--- config.mk ---
export PLATFORM = sky130hd
export DESIGN_NAME = clk_mult_ratio_ctrl_flat
export DESIGN_NICKNAME = d
export VERILOG_FILES = /design/src/rtl/clk_mult_ratio_ctrl_pkg.sv /design/src/rtl/clk_mult_ratio_ctrl_if.sv /design/src/rtl/clk_mult_ratio_ctrl_timer.sv /design/src/rtl/clk_mult_ratio_ctrl.sv /design/src/flat_wrapper.sv
export SDC_FILE = /design/constraint.sdc
export NUM_CORES = 1
export LEC_CHECK = 0
export ABC_CLOCK_PERIOD_IN_PS = 2800
export CAP_MARGIN = 0
export CORE_UTILIZATION = 31
export CTS_BUF_LIST = sky130_fd_sc_hd__clkbuf_4 sky130_fd_sc_hd__clkbuf_8
export DETAILED_ROUTE_END_ITERATION = 16
export PLACE_DENSITY = 0.51
export SKIP_CTS_REPAIR_TIMING = 1
export SYNTH_ARGS = -nofsm -noshare
export SYNTH_HDL_FRONTEND = slang
export SYNTH_HIERARCHICAL = 1
export SYNTH_SLANG_ARGS = --single-unit
--- constraint.sdc ---
create_clock -name clk -period 2.8 [get_ports clk]
set_clock_uncertainty 0.15 [all_clocks]
set_input_delay 0.42 -clock clk [delete_from_list [all_inputs] [get_ports clk]]
set_output_delay 0.42 -clock clk [all_outputs]
set_load 0.01 [all_outputs]
--- src/rtl/clk_mult_ratio_ctrl_pkg.sv ---
// Shared types for the clock-doubler ratio controller: FSM state encoding
// and the ratio codes understood by the doubler output mux.
package clk_mult_pkg;

  typedef enum logic [2:0] {
    IDLE     = 3'd0,
    GATE_OFF = 3'd1,
    RST      = 3'd2,
    SETTLE   = 3'd3,
    GATE_ON  = 3'd4
  } state_e;

  localparam logic [1:0] RATIO_1X  = 2'd0;
  localparam logic [1:0] RATIO_2X  = 2'd1;
  localparam logic [1:0] RATIO_4X  = 2'd2;
  localparam logic [1:0] RATIO_BAD = 2'd3;

endpackage

--- src/rtl/clk_mult_ratio_ctrl_if.sv ---
// Request/status bundle between a ratio requester and clk_mult_ratio_ctrl.
interface clk_mult_ratio_ctrl_if;

  // Handshake: a request transfers on a rising clk edge where req_valid and
  // req_ready are both high. req_ready is high only while the controller is
  // idle; a requester must hold req_valid and req_ratio stable until then.
  logic       req_valid;
  logic [1:0] req_ratio;
  logic       req_ready;
  logic       busy;
  logic       done;
  logic       err;
  logic [1:0] cur_ratio;

  modport master (
    output req_valid, req_ratio,
    input  req_ready, busy, done, err, cur_ratio
  );

  modport slave (
    input  req_valid, req_ratio,
    output req_ready, busy, done, err, cur_ratio
  );

endinterface

--- src/rtl/clk_mult_ratio_ctrl_timer.sv ---
// Loadable phase down-counter shared by all sequencing phases. A load of 0
// is treated as 1 so every phase lasts at least one cycle.
module clk_seq_timer #(
  parameter int unsigned          CNT_W   = 4,
  parameter logic [CNT_W-1:0]     RST_VAL = 1
) (
  input  logic             clk,
  input  logic             rst_n,
  input  logic             load,
  input  logic [CNT_W-1:0] load_val,
  output logic             expire
);

  localparam logic [CNT_W-1:0] ONE      = CNT_W'(1);
  localparam logic [CNT_W-1:0] RST_LOAD = (RST_VAL == '0) ? ONE : RST_VAL;

  logic [CNT_W-1:0] count_q;
  logic [CNT_W-1:0] count_d;

  always_comb begin
    count_d = count_q;
    if (load) begin
      count_d = (load_val == '0) ? ONE : load_val;
    end else if (count_q > ONE) begin
      count_d = count_q - ONE;
    end
  end

  always_ff @(posedge clk or negedge rst_n) begin
    if (!rst_n) begin
      count_q <= RST_LOAD;
    end else begin
      count_q <= count_d;
    end
  end

  assign expire = (count_q == ONE);

endmodule

--- src/rtl/clk_mult_ratio_ctrl.sv ---
// Sequences glitch-safe ratio changes of the XOR clock-doubler chain:
// gate off, hold toggle flops in reset, switch mux, release, settle, gate on.
module clk_mult_ratio_ctrl
  import clk_mult_pkg::*;
#(
  parameter int unsigned GATE_CYC   = 4,
  parameter int unsigned RST_CYC    = 2,
  parameter int unsigned SETTLE_CYC = 8,
  parameter int unsigned CNT_W      = 4,
  parameter logic [1:0]  INIT_RATIO = 2'd0
) (
  input  logic                  clk,
  input  logic                  rst_n,
  clk_mult_ratio_ctrl_if.slave  req_if,
  output logic [1:0]            mult_sel,
  output logic                  mult_rst_n,
  output logic                  clk_gate_en,
  output state_e                dbg_state
);

  localparam logic [CNT_W-1:0] GATE_LD   = CNT_W'(GATE_CYC);
  localparam logic [CNT_W-1:0] RST_LD    = CNT_W'(RST_CYC);
  localparam logic [CNT_W-1:0] SETTLE_LD = CNT_W'(SETTLE_CYC);

  state_e     state_q, state_d;
  logic [1:0] pending_q, pending_d;
  logic [1:0] mult_sel_q, mult_sel_d;
  logic [1:0] cur_ratio_q, cur_ratio_d;
  logic       done_q, done_d;
  logic       err_q, err_d;
  logic       req_ready_q, req_ready_d;
  logic       busy_q, busy_d;
  logic       gate_en_q, gate_en_d;
  logic       mult_rst_n_q, mult_rst_n_d;

  logic             tmr_load;
  logic [CNT_W-1:0] tmr_val;
  logic             tmr_expire;

  // Reset leaves the timer preloaded for the RST phase of power-up.
  clk_seq_timer #(
    .CNT_W   (CNT_W),
    .RST_VAL (RST_LD)
  ) u_timer (
    .clk      (clk),
    .rst_n    (rst_n),
    .load     (tmr_load),
    .load_val (tmr_val),
    .expire   (tmr_expire)
  );

  always_comb begin
    state_d     = state_q;
    pending_d   = pending_q;
    mult_sel_d  = mult_sel_q;
    cur_ratio_d = cur_ratio_q;
    done_d      = 1'b0;
    err_d       = 1'b0;
    tmr_load    = 1'b0;
    tmr_val     = GATE_LD;

    case (state_q)
      IDLE: begin
        if (req_if.req_valid && req_ready_q) begin
          if (req_if.req_ratio == RATIO_BAD) begin
            err_d = 1'b1;
          end else if (req_if.req_ratio == cur_ratio_q) begin
            done_d = 1'b1;
          end else begin
            pending_d = req_if.req_ratio;
            state_d   = GATE_OFF;
            tmr_load  = 1'b1;
            tmr_val   = GATE_LD;
          end
        end
      end
      GATE_OFF: begin
        // The mux switches on the same edge the toggle flops enter reset.
        if (tmr_expire) begin
          state_d    = RST;
          mult_sel_d = pending_q;
          tmr_load   = 1'b1;
          tmr_val    = RST_LD;
        end
      end
      RST: begin
        if (tmr_expire) begin
          state_d  = SETTLE;
          tmr_load = 1'b1;
          tmr_val  = SETTLE_LD;
        end
      end
      SETTLE: begin
        if (tmr_expire) begin
          state_d     = GATE_ON;
          cur_ratio_d = mult_sel_q;
          done_d      = 1'b1;
        end
      end
      GATE_ON: begin
        state_d = IDLE;
      end
      default: begin
        state_d = IDLE;
      end
    endcase

    // Outputs are registered, so they are derived from the next state.
    req_ready_d  = (state_d == IDLE);
    busy_d       = (state_d != IDLE);
    gate_en_d    = (state_d == IDLE) || (state_d == GATE_ON);
    mult_rst_n_d = (state_d != RST);
  end

  always_ff @(posedge clk or negedge rst_n) begin
    if (!rst_n) begin
      state_q      <= RST;
      pending_q    <= INIT_RATIO;
      mult_sel_q   <= INIT_RATIO;
      cur_ratio_q  <= INIT_RATIO;
      done_q       <= 1'b0;
      err_q        <= 1'b0;
      req_ready_q  <= 1'b0;
      busy_q       <= 1'b1;
      gate_en_q    <= 1'b0;
      mult_rst_n_q <= 1'b0;
    end else begin
      state_q      <= state_d;
      pending_q    <= pending_d;
      mult_sel_q   <= mult_sel_d;
      cur_ratio_q  <= cur_ratio_d;
      done_q       <= done_d;
      err_q        <= err_d;
      req_ready_q  <= req_ready_d;
      busy_q       <= busy_d;
      gate_en_q    <= gate_en_d;
      mult_rst_n_q <= mult_rst_n_d;
    end
  end

  assign req_if.req_ready = req_ready_q;
  assign req_if.busy      = busy_q;
  assign req_if.done      = done_q;
  assign req_if.err       = err_q;
  assign req_if.cur_ratio = cur_ratio_q;
  assign mult_sel         = mult_sel_q;
  assign mult_rst_n       = mult_rst_n_q;
  assign clk_gate_en      = gate_en_q;
  assign dbg_state        = state_q;

endmodule

--- src/flat_wrapper.sv ---
// flat-port wrapper written by rule: the top's interface ports become plain ports
module clk_mult_ratio_ctrl_flat import clk_mult_pkg::*;
#(
  parameter int unsigned GATE_CYC   = 4,
  parameter int unsigned RST_CYC    = 2,
  parameter int unsigned SETTLE_CYC = 8,
  parameter int unsigned CNT_W      = 4,
  parameter logic [1:0]  INIT_RATIO = 2'd0
)
  (clk, rst_n, mult_sel, mult_rst_n, clk_gate_en, dbg_state, req_if_req_valid, req_if_req_ratio, req_if_req_ready, req_if_busy, req_if_done, req_if_err, req_if_cur_ratio);
  clk_mult_ratio_ctrl_if req_if_i ();
  input  logic clk;
  input  logic rst_n;
  output logic [1:0] mult_sel;
  output logic mult_rst_n;
  output logic clk_gate_en;
  output state_e dbg_state;
  input wire logic [$bits(req_if_i.req_valid)-1:0] req_if_req_valid;
  input wire logic [$bits(req_if_i.req_ratio)-1:0] req_if_req_ratio;
  output wire logic [$bits(req_if_i.req_ready)-1:0] req_if_req_ready;
  output wire logic [$bits(req_if_i.busy)-1:0] req_if_busy;
  output wire logic [$bits(req_if_i.done)-1:0] req_if_done;
  output wire logic [$bits(req_if_i.err)-1:0] req_if_err;
  output wire logic [$bits(req_if_i.cur_ratio)-1:0] req_if_cur_ratio;
  assign req_if_i.req_valid = req_if_req_valid;
  assign req_if_i.req_ratio = req_if_req_ratio;
  assign req_if_req_ready = req_if_i.req_ready;
  assign req_if_busy = req_if_i.busy;
  assign req_if_done = req_if_i.done;
  assign req_if_err = req_if_i.err;
  assign req_if_cur_ratio = req_if_i.cur_ratio;
  clk_mult_ratio_ctrl #(.GATE_CYC(GATE_CYC), .RST_CYC(RST_CYC), .SETTLE_CYC(SETTLE_CYC), .CNT_W(CNT_W), .INIT_RATIO(INIT_RATIO)) u_core (.clk(clk), .rst_n(rst_n), .req_if(req_if_i), .mult_sel(mult_sel), .mult_rst_n(mult_rst_n), .clk_gate_en(clk_gate_en), .dbg_state(dbg_state));
endmodule
Word-level counts from Yosys, hierarchy flattened
Index checks and enable logic that the tools add are counted.
W data, S select, Z words.
{"block": "totals", "register_bits": 19, "inputBits": 5, "word_cells": 59}
{"block": "op_classes", "addsub": 1, "order_cmp": 1, "n_eq_ne": 8, "muxes": 25, "n_bitwise": 2, "reduce_logical": 11}
{"cell": "$mux W3", "count": 7}
{"cell": "$mux W4", "count": 4}
{"cell": "$pmux W3 S4", "count": 1}
{"cell": "$mux W1", "count": 10}
{"cell": "$pmux W4 S2", "count": 1}
{"cell": "$eq A3 B2 Y1 const B", "count": 2}
{"cell": "$logic_not A3 Y1", "count": 2}
{"cell": "$eq A4 B1 Y1 const B", "count": 1}
{"cell": "$gt A4 B1 Y1 const B", "count": 1}
{"cell": "$logic_not A4 Y1", "count": 1}
{"cell": "$pmux W1 S2", "count": 2}
{"cell": "$reduce_and A2 Y1", "count": 2}
{"cell": "$reduce_and A4 Y1", "count": 1}
{"cell": "$sub A4 B1 Y4 const B", "count": 1}
{"cell": "$eq A3 B1 Y1 const B", "count": 1}
{"cell": "$eq A3 B3 Y1 const B", "count": 1}
{"cell": "$ne A3 B2 Y1 const B", "count": 1}
{"cell": "$reduce_bool A3 Y1", "count": 1}
{"cell": "$eq A2 B2 Y1", "count": 1}
{"cell": "$eq A2 B2 Y1 const B", "count": 1}
{"cell": "$not A1 Y1", "count": 2}
{"cell": "$reduce_bool A2 Y1", "count": 1}
{"cell": "$reduce_or A2 Y1", "count": 1}
{"cell": "$logic_and A1 B1 Y1", "count": 1}
{"cell": "$logic_or A1 B1 Y1", "count": 1}

Logic depth before layout (Yosys ltp)
{"block": "logic_depth", "depth_word": 7, "depth_mapped": 9}

By module
Netlist, hierarchy kept.
{"mod": "clk_mult_ratio_ctrl", "n_inst": 1, "cells_each": 58, "area_per_inst_um2": 694.4}
{"mod": "clk_seq_timer", "n_inst": 1, "cells_each": 28, "area_per_inst_um2": 266.5}

Worst setup path after synthesis
OpenSTA, ideal clock, no wires.
{"block": "synth_path", "path_kind": "register -> register", "startpoint": "reg u_core.u_timer.count_q[1]", "endpoint": "reg u_core.mult_sel_q[0] (netlist: u_core/mult_sel[0])", "setup_time_ns": 0.125, "arrival_ns": 1.716, "setup_slack_ns": 0.810, "stages_incl_launch_ff": 7, "path_buffers": 0, "cell_sequence": "dfstp_2 -> inv_1 -> ha_1 -> nor3b_1 -> nor2b_1 -> and3b_2 -> mux2_2"}
{"block": "synth_between", "elab_chain_cells": 2}
{"element": "start: declaration", "line": "clk_mult_ratio_ctrl_timer.sv:17", "rtl": "logic [CNT_W-1:0] count_q;"}
{"element": "start signal: assignment", "line": "clk_mult_ratio_ctrl_timer.sv:33", "rtl": "count_q <= count_d;"}
{"element": "$eq A4 B1 Y1", "line": "clk_mult_ratio_ctrl_timer.sv:37", "rtl": "assign expire = (count_q == ONE);"}
{"element": "named net u_core.tmr_expire", "line": "clk_mult_ratio_ctrl.sv:38", "rtl": "logic tmr_expire;"}
{"element": "$reduce_and A2 Y1 (no line)"}
{"element": "end signal: assignment", "line": "clk_mult_ratio_ctrl.sv:130", "rtl": "mult_sel_q <= mult_sel_d;"}
{"element": "end: declaration", "line": "clk_mult_ratio_ctrl.sv:27", "rtl": "logic [1:0] mult_sel_q, mult_sel_d;"}
The timed path passes the listed nets, and every way through them passes these cells.
A chain may end at the register's enable or synchronous reset.

Worst setup path after layout
{"block": "layout_path", "startpoint": "reg u_core.u_timer.count_q[1]", "endpoint": "reg u_core.u_timer.count_q[3]"}
{"block": "layout_between", "elab_chain_cells": 6, "elab_cells_between_ends": 13, "classes_between": "1 x add/sub; 1 x order compare; 1 x eq/ne; 8 x mux; 2 x reduce/logical"}
{"element": "$eq A4 B1 Y1 (*)", "line": "clk_mult_ratio_ctrl_timer.sv:37"}
{"element": "named net u_core.tmr_expire", "line": "clk_mult_ratio_ctrl.sv:38"}
{"element": "$mux W4 / $mux W3 (equally long branches)", "line": "clk_mult_ratio_ctrl.sv:87, clk_mult_ratio_ctrl.sv:79"}
{"element": "$pmux W4 S2 (*)", "line": "clk_mult_ratio_ctrl.sv:62", "rtl": "case (state_q)"}
{"element": "named net u_core.tmr_val[2]", "line": "clk_mult_ratio_ctrl.sv:37", "rtl": "logic [CNT_W-1:0] tmr_val;"}
{"element": "$logic_not A4 Y1 (*)", "line": "clk_mult_ratio_ctrl_timer.sv:23", "rtl": "count_d = (load_val == '0) ? ONE : load_val;"}
{"element": "$mux W4 (*)", "line": "clk_mult_ratio_ctrl_timer.sv:23"}
{"element": "$mux W4 (*)", "line": "clk_mult_ratio_ctrl_timer.sv:22", "rtl": "if (load) begin"}
The timed path passes the listed nets; every way through them passes the cells marked *. The select of a mux whose other input is x is not followed.

==> impl_results.html <==
<table>
<tr><th>Metric</th><th>Value</th></tr>
<tr><th colspan="2">Status</th></tr>
<tr><td>Status</td><td>complete, but fails checks</td></tr>
<tr><td>Failing checks</td><td>design-rule violations</td></tr>
<tr><th colspan="2">Placed design</th></tr>
<tr><td>RePlAce Congestion</td><td>around 0.74</td></tr>
<tr><td>Worst setup timing slack at the placement stage</td><td>about 340 ps</td></tr>
<tr><td>I/O Buffers</td><td>17</td></tr>
<tr><td>Total half-perimeter wirelength after legalization and detailed placement</td><td>between 1 and 1.5 mm</td></tr>
<tr><td>Post-Place Cells</td><td>about 130</td></tr>
<tr><th colspan="2">Drt</th></tr>
<tr><td>Post-detailed-route DRC marker count</td><td>3</td></tr>
<tr><td>Via count of the routed design</td><td>between 600 and 700</td></tr>
<tr><td>Violation count after the first detailed-routing iteration</td><td>14</td></tr>
<tr><td>Post-route ant nets</td><td>0</td></tr>
<tr><td>WL/cell</td><td>roughly 12 um</td></tr>
<tr><td>Pre-antenna DRT Iters</td><td>10</td></tr>
<tr><td>Final Routed Wirelength</td><td>between 1.5 and 2 mm</td></tr>
<tr><td>Number of vias per cell after detailed routing</td><td>4.91</td></tr>
<tr><th colspan="2">Timing</th></tr>
<tr><td>Final worst setup slack</td><td>597 ps</td></tr>
<tr><td>Total negative setup slack</td><td>0 ps</td></tr>
<tr><td>Final critical-path required period</td><td>between 2000 and 2500 ps</td></tr>
<tr><td>Actual slew at the worst max-slew pin</td><td>~880 ps</td></tr>
<tr><td>Number of hold violations in the final report</td><td>0</td></tr>
<tr><td>Unrepaired setup endpoints after global routing</td><td>false</td></tr>
<tr><td>Peak clock frequency supported by timing</td><td>~450 MHz</td></tr>
<tr><td>Slew HR</td><td>0.411</td></tr>
<tr><td>Slew Limit Fails</td><td>0</td></tr>
<tr><td>Final number of setup-violating endpoints</td><td>0</td></tr>
<tr><td>Final worst-path cycle share</td><td>0.787</td></tr>
<tr><th colspan="2">Layout</th></tr>
<tr><td>Layout fillers</td><td>298</td></tr>
<tr><td>Fin nets</td><td>between 100 and 150</td></tr>
<tr><td>Total inserted antenna cells</td><td>0</td></tr>
<tr><td>Layout cells sized above 1</td><td>0.217</td></tr>
<tr><td>Area growth from synthesis to layout</td><td>23.7%</td></tr>
<tr><td>Post-route non-filler standard cell count</td><td>~140</td></tr>
<tr><th colspan="2">Clock network</th></tr>
<tr><td>Clock tree root driver cell</td><td>clkbuf_4</td></tr>
<tr><td>TritonCTS clock tree</td><td>built</td></tr>
<tr><td>Clock sink count</td><td>19</td></tr>
<tr><td>CTS max path bufs</td><td>2</td></tr>
<tr><td>Worst-Skew Late Latency</td><td>290 ps</td></tr>
<tr><td>Clock input transition at the sequential cells of the worst setup and hold paths</td><td>100 ps</td></tr>
<tr><td>CTS H-Tree Depth</td><td>1</td></tr>
<tr><td>Total clock buffers created by CTS</td><td>3</td></tr>
<tr><th colspan="2">Yosys</th></tr>
<tr><td>Multiplexer share of the synthesized area</td><td>0.0703</td></tr>
<tr><td>Dominant combinational cell family by area after synthesis</td><td>simple AND/OR/NAND/NOR gates</td></tr>
<tr><td>Synthesized area</td><td>around 960 um2</td></tr>
<tr><td>Xor-xnor portion of the synthesized cell area</td><td>0.0456</td></tr>
<tr><td>#FFs+latches synth</td><td>19</td></tr>
<tr><td>Top flip-flop cell by instance count after synthesis</td><td>dfrtp_1</td></tr>
<tr><td>Syn_area_per_cell</td><td>between 10 and 15 um2</td></tr>
<tr><td>Yosys Warn Count</td><td>6</td></tr>
<tr><td>Post-synthesis compound-gate area fraction</td><td>0.104</td></tr>
<tr><td>Most instantiated library cell after synthesis</td><td>dfrtp_1</td></tr>
<tr><td>Number of synthesized flops with an enable pin</td><td>0</td></tr>
<tr><td>Share of the synthesized area in the top cell type</td><td>0.417</td></tr>
<tr><td>Adder-cell area share of the yosys netlist</td><td>0.0260</td></tr>
<tr><td>Synthesized net count</td><td>93</td></tr>
<tr><td>Number of distinct library cells after synthesis</td><td>34</td></tr>
<tr><td>Leading post-synthesis cells by instance count</td><td>16 x dfrtp_1, 8 x nand2_1, 6 x mux2_2, 6 x nor2_1, 5 x xor2_1</td></tr>
<tr><td>Share of synthesized flip-flops with an asynchronous set or reset</td><td>1.00</td></tr>
<tr><td>Portion of the post-synthesis area used by sequential elements</td><td>0.499</td></tr>
<tr><td>Count of mapped cells out of synthesis</td><td>86</td></tr>
<tr><td>Synth area leader</td><td>dfrtp_1</td></tr>
<tr><td>Ranking of synthesized cells by area</td><td>dfrtp_1 42%, dfstp_2 8.2%, mux2_2 7.0%, xor2_1 4.6%, nand2_1 3.1%</td></tr>
<tr><td>Area share of and/or/nand/nor cells after synthesis</td><td>0.216</td></tr>
<tr><th colspan="2">Critical path</th></tr>
<tr><td>Crit path max-delay family</td><td>simple AND/OR/NAND/NOR gates</td></tr>
<tr><td>Endpoint type of the worst setup path</td><td>flop</td></tr>
<tr><td>Maximum fanout along the worst path</td><td>8</td></tr>
<tr><td>Worst path cell trace</td><td>inv_1 &gt; ha_1 &gt; nor3b_1 &gt; buf_4 &gt; nor2b_1 &gt; nand2_1 &gt; nand2_1 &gt; and2_1 &gt; a31o_2</td></tr>
<tr><td>Bufs and invs on worst path</td><td>2</td></tr>
<tr><td>Required time at the worst-slack endpoint</td><td>between 2000 and 3000 ps</td></tr>
<tr><td>Most repeated library cell on the critical path</td><td>nand2_1</td></tr>
<tr><td>Crit path DAT</td><td>around 2200 ps</td></tr>
<tr><td>Largest stage delay on the critical path</td><td>around 560 ps</td></tr>
<tr><td>Kind of start point of the critical path</td><td>flop</td></tr>
<tr><td>Setup CP Type</td><td>reg2reg</td></tr>
<tr><td>Master of the slowest instance on the critical path</td><td>dfstp_2</td></tr>
<tr><th colspan="2">Job</th></tr>
<tr><td>Max-cap violation count</td><td>0</td></tr>
<tr><th colspan="2">Die</th></tr>
<tr><td>Starting utilization of the core area</td><td>0.337</td></tr>
<tr><td>Num rows</td><td>19</td></tr>
<tr><td>Die width</td><td>57.7 um</td></tr>
<tr><td>Ports</td><td>18</td></tr>
<tr><td>Height of the chip</td><td>57.7 um</td></tr>
<tr><td>Area inside the core boundary</td><td>roughly 2900 um2</td></tr>
<tr><td>Area of the die</td><td>between 3000 and 4000 um2</td></tr>
<tr><th colspan="2">Pwr</th></tr>
<tr><td>Power density relative to cell area</td><td>1060 nW/um2</td></tr>
<tr><td>Sequential cell fraction of total power</td><td>0.422</td></tr>
<tr><td>Switching share of total power</td><td>0.367</td></tr>
<tr><td>Internal cell power</td><td>around 0.00080 W</td></tr>
<tr><td>Worst voltage drop across the vdd grid</td><td>roughly 0.4 mV</td></tr>
<tr><td>Net switching power</td><td>approximately 0.00046 W</td></tr>
<tr><td>Share of total power in combinational logic</td><td>0.463</td></tr>
<tr><td>Proportion of power drawn by the clock network</td><td>0.115</td></tr>
<tr><td>Total leakage power</td><td>between 0.5 and 0.6 nW</td></tr>
<tr><th colspan="2">GRT</th></tr>
<tr><td>Vias in the first global route</td><td>slightly above 600</td></tr>
<tr><td>Remaining global-route overflow</td><td>0</td></tr>
<tr><td>Antenna violations before repair</td><td>0</td></tr>
<tr><td>Overall track demand over capacity in global routing</td><td>0.110</td></tr>
<tr><td>Global-route wire length before repair</td><td>between 2 and 3 mm</td></tr>
<tr><td>Maximum number of pins on one net before global-route repair</td><td>20</td></tr>
<tr><th colspan="2">Worst hold path</th></tr>
<tr><td>Type of the tightest min-delay check</td><td>reg2reg</td></tr>
</table>
-- stage by stage --
stage	instance area, um2	hold WS [ps]	util	power, W
after floorplan	961	-25.6	-	0.000921
after global placement	1160	344	0.406	0.00112
after detailed placement	1160	346	0.406	0.00112
after CTS	1190	372	0.417	0.00128
after global routing	1190	387	0.417	0.00137
final	1190	370	0.417	0.00126
-- cell usage in the layout, fill, tap and decap left out --
cell             count
a21oi_1              1
a31o_2               1
and2_1               1
and3b_2              1
buf_4                1
clkbuf_4             4
clkdlybuf4s50_1     17
conb_1               1
dfrtp_1             16
dfstp_2              3
ha_1                 2
inv_1                4
mux2_2               6
nand2_1              8
nand2b_1             1
nand3_1              2
nand3b_1             1
nand4b_4             1
nor2_1               6
nor2_2               1
nor2_8               1
nor2b_1              1
nor3_1               4
nor3b_1              2
nor4_1               1
o21ai_0              4
o21ai_1              2
o21ba_2              2
o311a_1              1
o311ai_0             1
o31a_2               1
o31ai_1              1
or3_1                1
or3b_4               1
xor2_1               5
-- routing by layer --
layer / share of wire / track usage / vias to the layer above
li1: - / - / 337
met1: 0.52 / 0.149 / 321
met2: 0.43 / 0.166 / 15
met3: 0.049 / 0.0469 / 0
met4: 0 / 0.0204 / 0
met5: 0 / 0 / -
-- power groups by stage --
stage,logic (W),registers (W),clock network (W)
2_1_floorplan,0.000411,0.000510,0
3_3_place_gp,0.000586,0.000537,0
3_5_place_dp,0.000585,0.000537,0
4_1_cts,0.000588,0.000531,0.000156
5_1_grt,0.000646,0.000550,0.000169
6_report,0.000582,0.000530,0.000145
-- registers in the layout, indices dropped and copies added, names as in the netlist --
signal / count
u_core/u_timer/count_q: 4
u_core/dbg_state: 3
u_core/mult_sel: 2
u_core/pending_q: 2
u_core/req_if.cur_ratio: 2
u_core/clk_gate_en: 1
u_core/mult_rst_n: 1
u_core/req_if.busy: 1
u_core/req_if.done: 1
u_core/req_if.err: 1
u_core/req_if.req_ready: 1
-- cell families (layout without fill, tap and decap cells) --
logic type	after synthesis	count (layout)
adder cells (fa/ha/maj)	2	2
other	1	1
multiplexers	6	6
AO/OA/AOI/OAI	14	14
XOR/XNOR	5	5
buffers and inverters	6	26
AND/OR/NAND/NOR	33	33
flip-flops	19	19
-- final timing paths --
| kind | startpoint | end | slack (ps) | cells after the start |
|---|---|---|---|---|
| max | u_core/u_timer/count_q[1] | u_core/u_timer/count_q[3] | 600 | 9 |
| min | u_core/pending_q[0] | u_core/pending_q[0] | 370 | 1 |
| max reg2reg | u_core/u_timer/count_q[1] | u_core/u_timer/count_q[3] | 600 | 9 |
| min reg2reg | u_core/pending_q[0] | u_core/pending_q[0] | 370 | 1 |
| max in group asynchronous | rst_n | u_core/u_timer/count_q[3] | 1490 | 1 |
| min in group asynchronous | rst_n | u_core/req_if.req_ready | 470 | 1 |
-- layout make-up --
class	count	area, um2	share of cell area
clock buffer	4	30.0	0.0253
inverter	4	15.0	0.0126
multi-input combinational	61	448	0.377
sequential	19	479	0.403
tap	31	38.8	0.0326
timing repair buffer	18	178	0.149
(Power assumes the default switching activity.)
